File: src/rtl/key_event_pkg.sv
// key_event_pkg: state encoding and helpers shared by key_event and the time-set FSM.
package key_event_pkg;
  localparam logic [1:0] ST_ARM   = 2'd0;
  localparam logic [1:0] ST_IDLE  = 2'd1;
  localparam logic [1:0] ST_PRESS = 2'd2;
  localparam logic [1:0] ST_HOLD  = 2'd3;
  function automatic int maxOf(input int a, input int b);
    return a > b ? a : b;
  endfunction
endpackage

File: src/rtl/key_event.sv
// key_event: turns a debounced key level into short/long/repeat command pulses.
module key_event
  import key_event_pkg::*;
#(
  parameter int LONG_CYC   = 50_000_000,
  parameter int REPEAT_CYC = 10_000_000,
  parameter bit REPEAT_EN  = 1'b1
) (
  input  logic clk,
  input  logic rst,
  input  logic key_db,
  output logic short_pulse,
  output logic long_pulse,
  output logic repeat_pulse,
  output logic held
);
  localparam int CW = $clog2(maxOf(LONG_CYC, REPEAT_CYC));
  localparam logic [CW-1:0] LONG_LAST = CW'(LONG_CYC - 1);
  localparam logic [CW-1:0] REP_LAST  = CW'(REPEAT_CYC - 1);
  logic [1:0] state, stateNext;
  logic [CW-1:0] cnt, cntNext;
  logic shortNext, longNext, repeatNext, heldNext;
  always_ff @(posedge clk or posedge rst)
    if (rst) begin
      state <= ST_ARM;
      cnt   <= '0;
    end else begin
      state <= stateNext;
      cnt   <= cntNext;
    end
  // A release always takes priority over a threshold hit on the same edge.
  always_comb begin
    stateNext = state;
    cntNext   = '0;
    case (state)
      ST_ARM:   stateNext = key_db ? ST_IDLE : ST_ARM;
      ST_IDLE:  stateNext = key_db ? ST_IDLE : ST_PRESS;
      ST_PRESS: begin
        stateNext = key_db ? ST_IDLE : (cnt == LONG_LAST ? ST_HOLD : ST_PRESS);
        cntNext   = (key_db || cnt == LONG_LAST) ? '0 : cnt + 1'b1;
      end
      default: begin
        stateNext = key_db ? ST_IDLE : ST_HOLD;
        cntNext   = (key_db || !REPEAT_EN) ? (key_db ? '0 : cnt) : (cnt == REP_LAST ? '0 : cnt + 1'b1);
      end
    endcase
  end
  always_comb begin
    shortNext  = state == ST_PRESS && key_db;
    longNext   = state == ST_PRESS && !key_db && cnt == LONG_LAST;
    repeatNext = REPEAT_EN && state == ST_HOLD && !key_db && cnt == REP_LAST;
    heldNext   = stateNext == ST_PRESS || stateNext == ST_HOLD;
  end
  always_ff @(posedge clk or posedge rst)
    if (rst) begin
      short_pulse  <= 1'b0;
      long_pulse   <= 1'b0;
      repeat_pulse <= 1'b0;
      held         <= 1'b0;
    end else begin
      short_pulse  <= shortNext;
      long_pulse   <= longNext;
      repeat_pulse <= repeatNext;
      held         <= heldNext;
    end
endmodule

File: config.mk
export PLATFORM = sky130hd
export DESIGN_NAME = key_event
export DESIGN_NICKNAME = d
export VERILOG_FILES = /design/src/rtl/key_event_pkg.sv /design/src/rtl/key_event.sv
export SDC_FILE = /design/constraint.sdc
export NUM_CORES = 1
export LEC_CHECK = 0
export BUFFER_PORTS_ARGS = -buffer_cell sky130_fd_sc_hd__buf_2
export CAP_MARGIN = 25
export CORE_ASPECT_RATIO = 0.75
export CORE_MARGIN = 4
export CORE_UTILIZATION = 35
export CTS_CLUSTER_DIAMETER = 150
export DETAILED_ROUTE_END_ITERATION = 7
export SLEW_MARGIN = 0
export SYNTH_ARGS = -nofsm -noshare
export SYNTH_HDL_FRONTEND = slang
export SYNTH_SLANG_ARGS = --single-unit
File: constraint.sdc
create_clock -name clk -period 2.64 [get_ports clk]
set_clock_uncertainty 0.1 [all_clocks]
set_input_delay 0.264 -clock clk [delete_from_list [all_inputs] [get_ports clk]]
set_output_delay 0.264 -clock clk [all_outputs]
set_load 0.005 [all_outputs]
==> flow_summary.toml <==
[sta]
final_hold_viol_count = 0
setup_viol = 0
fin_tns_setup_ps = 0
period_share = 0.864
relSlewSlack = 0.731
max_freq_ghz = 0.439
post-route-min-period_ps = 2280
worst_slew_pin_slew_ps = 400
slew_viol_final = 0
grt_setup_unrepaired = "false"

[route]
vias = 1138
wl_mm = 3.04
wl_per_cell_um = 13.5
firstDrtPassIters = 4
drt-initial-drc-count = 48
ant_nets = 0
via_per_inst = 5.06
drc = 0

[logic_synthesis]
syn_inst = 159
synth_warnings = 0
syn_avg_cell_area_um2 = 9.92
synthArstFlopShare = 1.00
synth_edf_count = 0
synth.distinct_cells = 32
synth_common_cells = "nor2_1 (32), dfrtp_1 (31), nand2_1 (12), xnor2_1 (12), xor2_1 (12)"
yosysMostFrequentCell = "nor2_1"
ys_seq_area_frac = 0.492
synth_top_area_frac = 0.492
synth.cell_area_mm2 = 0.00158
synth_flop_cell = "dfrtp_1"
synth_nets = 163
synthTopCellsByArea = "dfrtp_1 (49%), nor2_1 (7.6%), xnor2_1 (6.7%)"
yosysTopAreaCell = "dfrtp_1"
synth_seq_cells = 31

[clock_tree]
cts_buffer_depth = 2
cts_inserted_buffers = 5
cts_max_level = 2
post_cts_resized = 0
clk_pin_slew_worst_paths_ps = 60
clock_sinks = 31
cts_root_buf = "clkbuf_8"
tritoncts = "built"
clkLatencyLatePin_ps = 280

[pwr]
power_frac_seq = 0.484
powerDensity_mw_per_mm2 = 558
power.total_uw = 999
p_comb_frac = 0.033
irDropWorstVdd_mv = 0.273
p_clk_frac = 0.484
power.static_leakage_nw = 0.713
p_int_uw = 796
power.switching_uw = 203
swShare = 0.203

[floorplanning]
die_area_mm2 = 0.00566
rows = 20
io_pins = 7
die_h_um = 66.1
die_x_um = 85.5
initial_utilization = 0.375
core_area_mm2 = 0.00420

[global_route]
grt_use_total = 0.123
grt_pass1_wl_mm = 5.26
antenna_found_initial = 0
grt_overflow = 0
grt_max_degree = 32
grt_pass1_vias = 1126

[place]
gp_congestion = 0.815
hpwl_mm = 2.22
io_buffers = 6

[critical_path]
cp-start-kind = "flop"
end_kind = "flop"
cp.arrival_ps = 2350
path_class = "flop to flop"
critPathMaxFanout = 18
required_ps = 2710

[cells_and_area]
nFillCells = 416
area_growth_pct = 13.5
layout-drive-gt1-share = 0.141
ff_latch_area_um2 = 776
layout.nets = 173
multi_input_area_um2 = 749
antenna_cells = 0

[flow_run]
cap_viol_max_count = 0

[min_path]
hold_path_class = "primary input to flop"

[status]
status = "finished clean"
## layout by cell type, fill, tap and decap left out, drive strengths merged
cell	n
nor4b	2
nor3	4
nand2b	2
xor2	12
dlygate4sd3	1
nand3	12
clkinv	1
or4b	2
and3b	1
or3	1
and3	3
nand4b	1
o21ai	1
dfrtp	31
nor4	7
nor2	33
ha	1
or4	1
xnor2	12
nand4	5
nand3b	1
nor2b	2
clkbuf	6
bufinv	1
and2	3
nand2	12
inv	3
and4	1
buf	8
## metal layers
metal	GRT usage	vias to the layer above	wire length, µm	part of all wire
li1	-	552	-	-
met1	0.168	555	1580	0.52
met2	0.179	24	1270	0.42
met3	0.0374	7	148	0.049
met4	0.0534	0	39	0.013
met5	0	-	0	0
## worst max-delay path, cell delays in order (launching register included)
cell and delay [ps]:
dfrtp_1 430, nor4b_1 380, nand4_1 220, nor4_1 370
or3_1 400, buf_12 200, nor2_1 60
## cell type report
cell class              instances  area share
clock buffers                   6      0.0461
clock inverters                 2      0.0196
inverters                       3     0.00629
multi-input cells             119       0.419
flip-flops and latches         31       0.433
well taps                      55      0.0384
repair buffers                  9      0.0377
## sequential cells by signal, summed over array words and instances (netlist names)
| register | cells |
|---|---|
| held | 1 |
| repeat_pulse | 1 |
| long_pulse | 1 |
| state | 1 |
| cnt | 26 |
| short_pulse | 1 |
## through the flow
stage	cell area [µm²]	std cells	utilization	setup slack [ps]	hold slack, ps
global route	1790	225	0.426	124	61.0
floorplan	1580	159	-	646	230
global placement	1660	216	0.396	416	250
finish	1790	225	0.426	360	70.4
CTS	1790	225	0.426	371	61.6
detailed placement	1660	216	0.396	382	275
## timing repair
item / 4_1_cts / 5_1_grt
setup buffers: 0 / 0
hold buffers: 1 / 0
endpoints found under the hold margin: 31 / 0
## cell families after synthesis
kind of cell | synth area share
XOR/XNOR | 0.133
adder cells (fa/ha/maj) | 0.00793
flip-flops | 0.492
AND/OR/NAND/NOR | 0.331
AO/OA/AOI/OAI | 0.00317
buffers and inverters | 0.0333
## worst paths after layout
check	from	to	slack, ps	cells past startpoint
max	cnt[16]	cnt[5]	360	6
min	key_db	held	70	2
max reg2reg	cnt[16]	cnt[5]	360	6
min reg2reg	cnt[0]	cnt[0]	380	1
max in group asynchronous	rst	short_pulse	1650	4
min in group asynchronous	rst	cnt[10]	500	4
## power groups by stage
stage	combinational, mW	sequential (mW)	clock [mW]
after detailed placement	0.0327	0.492	0
after floorplan	0.0217	0.491	0
after CTS	0.0339	0.483	0.493
final	0.0328	0.483	0.483
after global routing	0.0378	0.483	0.522
after global placement	0.0314	0.492	0
No activity file was read; power rests on OpenSTA's default activity.
